[src/rtl/exc_ctrl_pkg.sv]
// Shared constants for the commit-stage exception/interrupt controller.
package exc_ctrl_pkg;

  localparam int unsigned XLEN     = 32;
  localparam int unsigned EXC_W    = 7;
  localparam int unsigned EXCODE_W = 5;
  localparam int unsigned STATE_W  = 2;
  localparam int unsigned BADV_W   = 2;

  // CP0 Cause.ExcCode values
  localparam logic [EXCODE_W-1:0] EXC_INT  = 5'd0;
  localparam logic [EXCODE_W-1:0] EXC_ADEL = 5'd4;
  localparam logic [EXCODE_W-1:0] EXC_ADES = 5'd5;
  localparam logic [EXCODE_W-1:0] EXC_SYS  = 5'd8;
  localparam logic [EXCODE_W-1:0] EXC_BP   = 5'd9;
  localparam logic [EXCODE_W-1:0] EXC_RI   = 5'd10;
  localparam logic [EXCODE_W-1:0] EXC_OV   = 5'd12;

  // Bit positions inside mem_exc
  localparam int unsigned EXB_ADEL_IF = 0;
  localparam int unsigned EXB_RI      = 1;
  localparam int unsigned EXB_OV      = 2;
  localparam int unsigned EXB_SYS     = 3;
  localparam int unsigned EXB_BP      = 4;
  localparam int unsigned EXB_ADEL_D  = 5;
  localparam int unsigned EXB_ADES    = 6;

  // CP0 Status bit positions
  localparam int unsigned STATUS_BEV = 22;
  localparam int unsigned STATUS_EXL = 1;

  // Controller state encoding
  localparam logic [STATE_W-1:0] ST_IDLE     = 2'd0;
  localparam logic [STATE_W-1:0] ST_FLUSH    = 2'd1;
  localparam logic [STATE_W-1:0] ST_REDIRECT = 2'd2;

  // BadVAddr source select
  localparam logic [BADV_W-1:0] BADV_NONE = 2'd0;
  localparam logic [BADV_W-1:0] BADV_PC   = 2'd1;
  localparam logic [BADV_W-1:0] BADV_DATA = 2'd2;

endpackage

[src/rtl/exc_prio_enc.sv]
// Priority encoder: picks the winning event among interrupt, exception flags and ERET.
module exc_prio_enc
  import exc_ctrl_pkg::*;
(
  input  logic [EXC_W-1:0]    exc,
  input  logic                int_pending,
  input  logic                eret,
  output logic                event_c,
  output logic [EXCODE_W-1:0] excode_c,
  output logic                eret_sel_c,
  output logic [BADV_W-1:0]   badv_sel_c
);

  // Fixed priority: Int > AdEL-fetch > RI > Ov > Sys > Bp > AdEL-data > AdES > ERET
  always_comb begin
    event_c    = int_pending | (|exc) | eret;
    excode_c   = '0;
    eret_sel_c = 1'b0;
    badv_sel_c = BADV_NONE;
    if (int_pending) begin
      excode_c = EXC_INT;
    end else if (exc[EXB_ADEL_IF]) begin
      excode_c   = EXC_ADEL;
      badv_sel_c = BADV_PC;
    end else if (exc[EXB_RI]) begin
      excode_c = EXC_RI;
    end else if (exc[EXB_OV]) begin
      excode_c = EXC_OV;
    end else if (exc[EXB_SYS]) begin
      excode_c = EXC_SYS;
    end else if (exc[EXB_BP]) begin
      excode_c = EXC_BP;
    end else if (exc[EXB_ADEL_D]) begin
      excode_c   = EXC_ADEL;
      badv_sel_c = BADV_DATA;
    end else if (exc[EXB_ADES]) begin
      excode_c   = EXC_ADES;
      badv_sel_c = BADV_DATA;
    end else if (eret) begin
      eret_sel_c = 1'b1;
    end
  end

endmodule

[src/rtl/exc_ctrl.sv]
// Commit-stage exception/interrupt controller: signals CP0, flushes, then redirects fetch.
module exc_ctrl
  import exc_ctrl_pkg::*;
#(
  parameter logic [31:0] VEC_BEV1     = 32'hBFC0_0380,
  parameter logic [31:0] VEC_BEV0     = 32'h8000_0180,
  parameter int unsigned FLUSH_CYCLES = 1
) (
  input  logic                clk,
  input  logic                resetn,
  input  logic                mem_valid,
  input  logic [XLEN-1:0]     mem_pc,
  input  logic                mem_bd,
  input  logic [EXC_W-1:0]    mem_exc,
  input  logic [XLEN-1:0]     mem_data_addr,
  input  logic                mem_eret,
  input  logic                ext_int_response,
  input  logic [XLEN-1:0]     cp0_status,
  input  logic [XLEN-1:0]     cp0_epc,
  output logic                exc_valid,
  output logic [EXCODE_W-1:0] exc_excode,
  output logic                exc_bd,
  output logic [XLEN-1:0]     exc_epc,
  output logic [XLEN-1:0]     exc_badvaddr,
  output logic                exc_eret,
  output logic                flush,
  output logic                redirect_valid,
  output logic [XLEN-1:0]     redirect_pc,
  input  logic                redirect_ready,
  output logic                busy
);

  localparam int unsigned CNT_W = (FLUSH_CYCLES > 1) ? $clog2(FLUSH_CYCLES) : 1;
  localparam logic [CNT_W-1:0] CNT_INIT = CNT_W'(FLUSH_CYCLES - 1);

  logic [STATE_W-1:0]  state;
  logic [STATE_W-1:0]  state_nxt;
  logic [CNT_W-1:0]    flush_cnt;
  logic                int_pending;

  logic                enc_event_c;
  logic [EXCODE_W-1:0] enc_excode_c;
  logic                enc_eret_sel_c;
  logic [BADV_W-1:0]   enc_badv_sel_c;
  logic                take_c;
  logic                int_taken_c;
  logic [XLEN-1:0]     vec_c;

  // Status bits other than BEV do not affect sequencing; EXL handling lives in CP0.
  logic                unused_status_c;
  assign unused_status_c = ^{cp0_status[XLEN-1:STATUS_BEV+1], cp0_status[STATUS_BEV-1:0]};

  exc_prio_enc u_prio (
    .exc         (mem_exc),
    .int_pending (int_pending),
    .eret        (mem_eret),
    .event_c     (enc_event_c),
    .excode_c    (enc_excode_c),
    .eret_sel_c  (enc_eret_sel_c),
    .badv_sel_c  (enc_badv_sel_c)
  );

  // An event is accepted only from IDLE with a committing instruction.
  assign take_c      = (state == ST_IDLE) && mem_valid && enc_event_c;
  assign int_taken_c = take_c && int_pending;
  assign vec_c       = cp0_status[STATUS_BEV] ? VEC_BEV1 : VEC_BEV0;
  assign busy        = (state != ST_IDLE);

  // State register
  always_ff @(posedge clk) begin
    if (!resetn) state <= ST_IDLE;
    else         state <= state_nxt;
  end

  // Next state and combinational CP0/flush outputs
  always_comb begin
    state_nxt    = state;
    exc_valid    = 1'b0;
    exc_excode   = '0;
    exc_bd       = 1'b0;
    exc_epc      = '0;
    exc_badvaddr = '0;
    exc_eret     = 1'b0;
    flush        = 1'b0;
    case (state)
      ST_IDLE: begin
        if (take_c) begin
          state_nxt = ST_FLUSH;
          exc_valid = 1'b1;
          flush     = 1'b1;
          exc_eret  = enc_eret_sel_c;
          if (!enc_eret_sel_c) begin
            exc_excode = enc_excode_c;
            exc_bd     = mem_bd;
            exc_epc    = mem_bd ? (mem_pc - 32'd4) : mem_pc;
          end
          case (enc_badv_sel_c)
            BADV_PC:   exc_badvaddr = mem_pc;
            BADV_DATA: exc_badvaddr = mem_data_addr;
            default:   exc_badvaddr = '0;
          endcase
        end
      end
      ST_FLUSH: begin
        flush = 1'b1;
        if (flush_cnt == '0) state_nxt = ST_REDIRECT;
      end
      ST_REDIRECT: begin
        if (redirect_ready) state_nxt = ST_IDLE;
      end
      default: state_nxt = ST_IDLE;
    endcase
  end

  // Interrupt sampling, flush counter and redirect handshake registers
  always_ff @(posedge clk) begin
    if (!resetn) begin
      int_pending    <= 1'b0;
      flush_cnt      <= '0;
      redirect_valid <= 1'b0;
      redirect_pc    <= '0;
    end else begin
      int_pending <= int_taken_c ? 1'b0 : ext_int_response;
      case (state)
        ST_IDLE: begin
          if (take_c) begin
            flush_cnt   <= CNT_INIT;
            redirect_pc <= enc_eret_sel_c ? cp0_epc : vec_c;
          end
        end
        ST_FLUSH: begin
          if (flush_cnt == '0) redirect_valid <= 1'b1;
          else                 flush_cnt      <= flush_cnt - CNT_W'(1);
        end
        ST_REDIRECT: begin
          if (redirect_ready) redirect_valid <= 1'b0;
        end
        default: redirect_valid <= 1'b0;
      endcase
    end
  end

endmodule

[config.mk]
export PLATFORM = sky130hd
export DESIGN_NAME = exc_ctrl
export DESIGN_NICKNAME = d
export VERILOG_FILES = /design/src/rtl/exc_ctrl_pkg.sv /design/src/rtl/exc_prio_enc.sv /design/src/rtl/exc_ctrl.sv
export SDC_FILE = /design/constraint.sdc
export NUM_CORES = 1
export LEC_CHECK = 0
export CAP_MARGIN = 20
export CORE_AREA = 2 2 95 97
export DETAILED_ROUTE_END_ITERATION = 10
export DIE_AREA = 0 0 97 99
export DONT_BUFFER_PORTS = 1
export GPL_TIMING_DRIVEN = 0
export SYNTH_ARGS = -nofsm -noshare
export SYNTH_HDL_FRONTEND = slang
export SYNTH_HIERARCHICAL = 1
export SYNTH_SLANG_ARGS = --single-unit
[constraint.sdc]
create_clock -name clk -period 4.34 [get_ports clk]
set_clock_uncertainty 0.1 [all_clocks]
set_input_delay 0.651 -clock clk [delete_from_list [all_inputs] [get_ports clk]]
set_output_delay 0.651 -clock clk [all_outputs]
set_load 0.02 [all_outputs]
### Yosys cells after proc, flatten, opt, wreduce, memory -nomap -nowiden

Cells that the tools add are included.

| word-level totals | value |
|---|---|
| word-level logic and storage cells | 85 |
| output and inout port bits | 107 |
| input port bits | 142 |
| flip-flop bits (word level) | 37 |

| cells by class | value |
|---|---|
| eq/ne operators | 7 |
| bitwise gates (word level) | 4 |
| mux-type cells | 55 |
| $add $sub $neg | 2 |
| reduce and logical (&&, ||, !) cells | 12 |

Operator list:

| cell | number |
|---|---|
| two-way mux 32 bit | 7 |
| one-hot mux 32 bit (2 select lines) | 1 |
| two-way mux 5 bit | 10 |
| subtractor 32 x 3 -> 32 bit (second input constant) | 1 |
| two-way mux 30 bit | 1 |
| two-way mux 2 bit | 11 |
| two-way mux 1 bit | 20 |
| OR reduction 7 bit | 1 |
| inequality test 2 bit (second input constant) | 3 |
| one-hot mux 2 bit (3 select lines) | 1 |
| AND reduction 3 bit | 2 |
| == test 2 x 1 -> 1 bit (second input constant) | 2 |
| == test 2 bit (second input constant) | 2 |
| one-hot mux 1 bit (2 select lines) | 2 |
| AND reduction 2 bit | 2 |
| nonzero test 2 bit | 2 |
| logical AND 1 bit | 3 |
| two-way mux 3 bit | 1 |
| one-hot mux 1 bit (3 select lines) | 1 |
| logical NOT 2 bit | 1 |
| NOT 1 bit | 2 |
| bitwise OR 1 bit | 2 |
| OR reduction 2 bit | 1 |
| subtractor 1 bit (second input constant) | 1 |

### Depth between registers and ports, before layout

| logic depth | value |
|---|---|
| depth in word-level cells | 12 |
| depth in mapped cells | 10 |
| gate-level depth less buffers | 8 |

### Modules after synthesis

The synthesis kept the hierarchy.

Modules (own cells, without submodules):

| module | seq. area each (sq um) | times used | cells an instance | area each (sq um) |
|---|---|---|---|---|
| exc_ctrl | 720.7 | 1 | 376 | 2715.1 |
| exc_prio_enc | 0.0 | 1 | 21 | 115.1 |

### Worst setup path after synthesis

OpenSTA, ideal clock, no wires.

| timing path | value |
|---|---|
| path kind | input to output |
| start point | input port mem_exc[3] |
| end point | output port exc_eret |
| stages | 9 |
| arrival time | 2635 ps |
| required time | 3589 ps |
| setup slack | 954 ps |
| buffers on the path | 3 |
| cells stage by stage | nor4_2 > nand2_1 > or4_1 > nand4bb_1 > clkbuf_1 > inv_1 > clkbuf_1 > buf_1 > and2_1 |

| on the way | value |
|---|---|
| elaborated cells on any way between the ends | 11 |
| those cells by class | mux (7); bitwise (2); reduce/logical (2) |

RTL lines:

| element | line | source |
|---|---|---|
| from (decl) | exc_ctrl.sv:14 | `input logic [EXC_W-1:0] mem_exc,` |
| OR reduction 7 bit | exc_prio_enc.sv:16 | `event_c = int_pending \| (\|exc) \| eret;` |
| bitwise OR 1 bit (2 in a row) | exc_prio_enc.sv:16 |  |
| via enc_event_c | exc_ctrl.sv:41 | `logic enc_event_c;` |
| logical AND 1 bit | exc_ctrl.sv:64 | `assign take_c = (state == ST_IDLE) && mem_valid && enc_event_c;` |
| two-way mux 1 bit | exc_ctrl.sv:87 | `if (take_c) begin` |
| two-way mux 1 bit | exc_ctrl.sv:85 | `case (state)` |
| to (decl) | exc_ctrl.sv:25 | `output logic exc_eret,` |

The timed path passes the listed nets, and every way through them passes these cells.

### Final worst setup path

| timing path | value |
|---|---|
| start point | input port mem_exc[3] |
| end point | output port exc_badvaddr[25] |

| on the way | value |
|---|---|
| elaborated cells on any way between the ends | 14 |
| those cells by class | eq/ne (2); mux (8); bitwise (2); reduce/logical (2) |

RTL lines:

| element | line | source |
|---|---|---|
| OR reduction 7 bit | exc_prio_enc.sv:16 |  |
| bitwise OR 1 bit (2 in a row) | exc_prio_enc.sv:16 |  |
| via enc_event_c | exc_ctrl.sv:41 |  |
| logical AND 1 bit | exc_ctrl.sv:64 |  |
| two-way mux 32 bit | exc_ctrl.sv:87 |  |
| two-way mux 32 bit | exc_ctrl.sv:85 |  |
| to (decl) | exc_ctrl.sv:24 | `output logic [XLEN-1:0] exc_badvaddr,` |

The timed path passes the listed nets, and every way through them passes these cells.

==> flow_summary.yaml <==
power:
  intPower_uw: 515
  combPwrFrac: 0.240
  seq_power_share: 0.464
  pwr-share-clk: 0.296
  vdd_drop_max_v: 0.000228
  switching_share: 0.348
  power_density_nw_per_um2: 259
  p_leak_uw: 0.00101
  power_switching_uw: 275
drt:
  drt_iter0_drc: 89
  wl_per_cell_um: 19.0
  wirelength_mm: 9.76
  drc: 0
  firstDrtPassIters: 4
  ant_nets: 0
  num_vias: 3003
  viasPerCell: 5.85
place:
  place_congestion: 0.907
  port_buffers: 0
  dp_hpwl_mm: 7.81
  placed_cells: 505
clock_network:
  cts-htree-levels: 2
  cts_sinks: 36
  cts_resized: 0
  numCtsBuffers: 5
  clk_pin_slew_ns: 0.07
  cts_tree: "done"
  cts_root_buffer: "clkbuf_8"
  post-cts-setup-buffers: 0
  hold_buffers: 0
  clock_latency_ns: 0.28
  cts_max_path_buffers: 2
global_route:
  first_global_vias: 2854
  grt_use_total: 0.189
  grt_pass1_wl_mm: 15.1
  grt.overflow.total: 0
  grt_max_degree: 12
  antenna_found_initial: 0
cells_and_area:
  area_growth_pct: 7.78
  nets: 549
  finalNonFillerCells: 513
  antenna_cells: 0
  drive_above_1_share: 0.0420
  fillers: 921
logic_synthesis:
  async_flop_share: 0
  synth_edf_count: 0
  synth-main-ff-cell: "dfxtp_1"
  yosys_register_bits: 36
  yosysWarnings: 6
  ys_types: 43
  synth_area_um2: 2830
  avgSynthCellArea_um2: 7.13
  yosysSeqAreaShare: 0.255
  syn_nets: 542
  synthCells: 397
run:
  maxCapViolCount: 0
worst_setup_path:
  slowest_delay_ns: 0.47
  cp_top_family: "simple AND/OR/NAND/NOR gates"
  crit_required_ns: 3.59
  startpoint_type: "input pin"
  cp-end-kind: "output port"
  cp_common_cell: "clkbuf_1"
  path_buf_inv: 3
  arrival_ns: 3.23
  cp_max_fo: 10
  worstPathCellList: "nor4_2, nand2_1, or4_1, nand4bb_1, clkbuf_1, inv_1, nand2b_1, clkbuf_1, nor2_1"
  worst-setup-path-type: "in -> out"
  slowest_stage: "clkbuf_1"
floorplanning:
  boundaryPins: 249
  initial_core_util: 0.331
  coreArea_um2: 8550
  die_h_um: 99
  rows: 34
  die_x_um: 97
  dieArea_um2: 9600
min_path:
  hp-class: "in -> reg"
timing:
  fin_crit_sh: 0.917
  rsz0062_at_grt: "false"
  min_period_ns: 3.98
  hold_violations: 0
  maxSlewHeadroom: 0.253
  setup_viol_count_final: 0
  drv_slew: 0
  setup_tns_ns: 0
  worstMarginPinSlew_ns: 1.11
  max_freq_mhz: 251
outcome:
  outcome: "completed"
==> worst paths after layout <==
check                                       from          endpoint  cells past startpoint  slack, ns
worst max-delay path                  mem_exc[3]  exc_badvaddr[25]                      9       0.36
worst min-delay path            ext_int_response       int_pending                      2       0.38
worst max register to register       int_pending    redirect_pc[8]                      9       1.46
worst min register to register       int_pending       int_pending                      1       0.42
==> kinds of logic after synthesis <==
kind of cell / synth area share
other: 0.00132
DFF: 0.255
buffers and inverters: 0.0615
muxes: 0.0181
xor gates and xnor gates: 0.0371
and+or+nand+nor: 0.347
AOI/OAI and AO/OA: 0.267
adders and majority gates: 0.0133
==> metrics by stage <==
| stage | setup WS (ns) | utilization | hold slack, ns | instance area (um2) | power [uW] |
|---|---|---|---|---|---|
| floorplan | 0.954 | - | 0.358 | 2830 | 526 |
| global placement | 0.318 | 0.347 | 0.393 | 2970 | 562 |
| detailed placement | 0.244 | 0.347 | 0.401 | 2970 | 565 |
| CTS | 0.230 | 0.357 | 0.371 | 3050 | 800 |
| global route | 0.0745 | 0.357 | 0.380 | 3050 | 832 |
| finish | 0.360 | 0.357 | 0.382 | 3050 | 790 |
==> registers in the layout (all words and copies together) (netlist names) <==
name            cells
redirect_pc        32
int_pending         1
state               2
redirect_valid      1
==> power groups by stage <==
stage / Clock (uW) / Sequential, uW / Combinational (uW)
4_1_cts: 242 / 367 / 191
3_3_place_gp: 0 / 374 / 188
6_report: 233 / 367 / 190
5_1_grt: 255 / 368 / 209
2_1_floorplan: 0 / 371 / 155
3_5_place_dp: 0 / 374 / 191
==> per-layer routing <==
metal  track usage  up-vias  routed length (um)
li1              -     1445                   -
met1         0.217     1393                3750
met2         0.333      152                4780
met3        0.0667       13                1050
met4        0.0563        0                 184
met5             0        -                   0
==> cell usage in the layout, fill, tap and decap left out, types with 3 or more instances in the layout <==
| master | Yosys | layout |
|---|---|---|
| clkbuf_1 | 30 | 32 |
| clkbuf_8 | 0 | 5 |
| xor2_1 | 6 | 6 |
| xnor2_1 | 6 | 6 |
| nor4_1 | 5 | 5 |
| buf_1 | 5 | 5 |
| nand3b_1 | 3 | 3 |
| or3_1 | 11 | 11 |
| o211ai_1 | 4 | 4 |
| ha_1 | 3 | 3 |
| nor2_1 | 55 | 55 |
| a22oi_1 | 32 | 32 |
| o31ai_1 | 6 | 6 |
| inv_1 | 8 | 8 |
| o21ai_0 | 3 | 3 |
| or4_1 | 15 | 15 |
| a21oi_1 | 20 | 20 |
| nor3_1 | 6 | 6 |
| or2_2 | 3 | 3 |
| o211a_1 | 13 | 13 |
| nand2_1 | 43 | 43 |
| and2_1 | 11 | 11 |
| nand2b_1 | 3 | 3 |
| nand3_1 | 23 | 23 |
| dfxtp_1 | 36 | 36 |
| mux2i_1 | 4 | 4 |
| a21boi_0 | 20 | 20 |
==> final cells by class <==
type                       instances  area [um2]  share of cell area
multi-input combinational        316        1940               0.635
sequential                        36         721               0.236
buffer                            37         144              0.0472
tap                              108         135              0.0443
clock buffer                       7        76.3              0.0250
inverter                           8        30.0             0.00984
clock inverter                     1        8.76             0.00287
==> cells in the mapped netlist (8+ instances only) <==
library cell  count  area [um2]
nor2_1           55         206
nand2_1          43         161
dfxtp_1          36         721
a22oi_1          32         240
clkbuf_1         30         113
nand3_1          23         115
a21boi_0         20         150
a21oi_1          20         100
or4_1            15         113
o211a_1          13         130
and2_1           11        68.8
or3_1            11        68.8
inv_1             8        30.0
(Power assumes the default switching activity.)
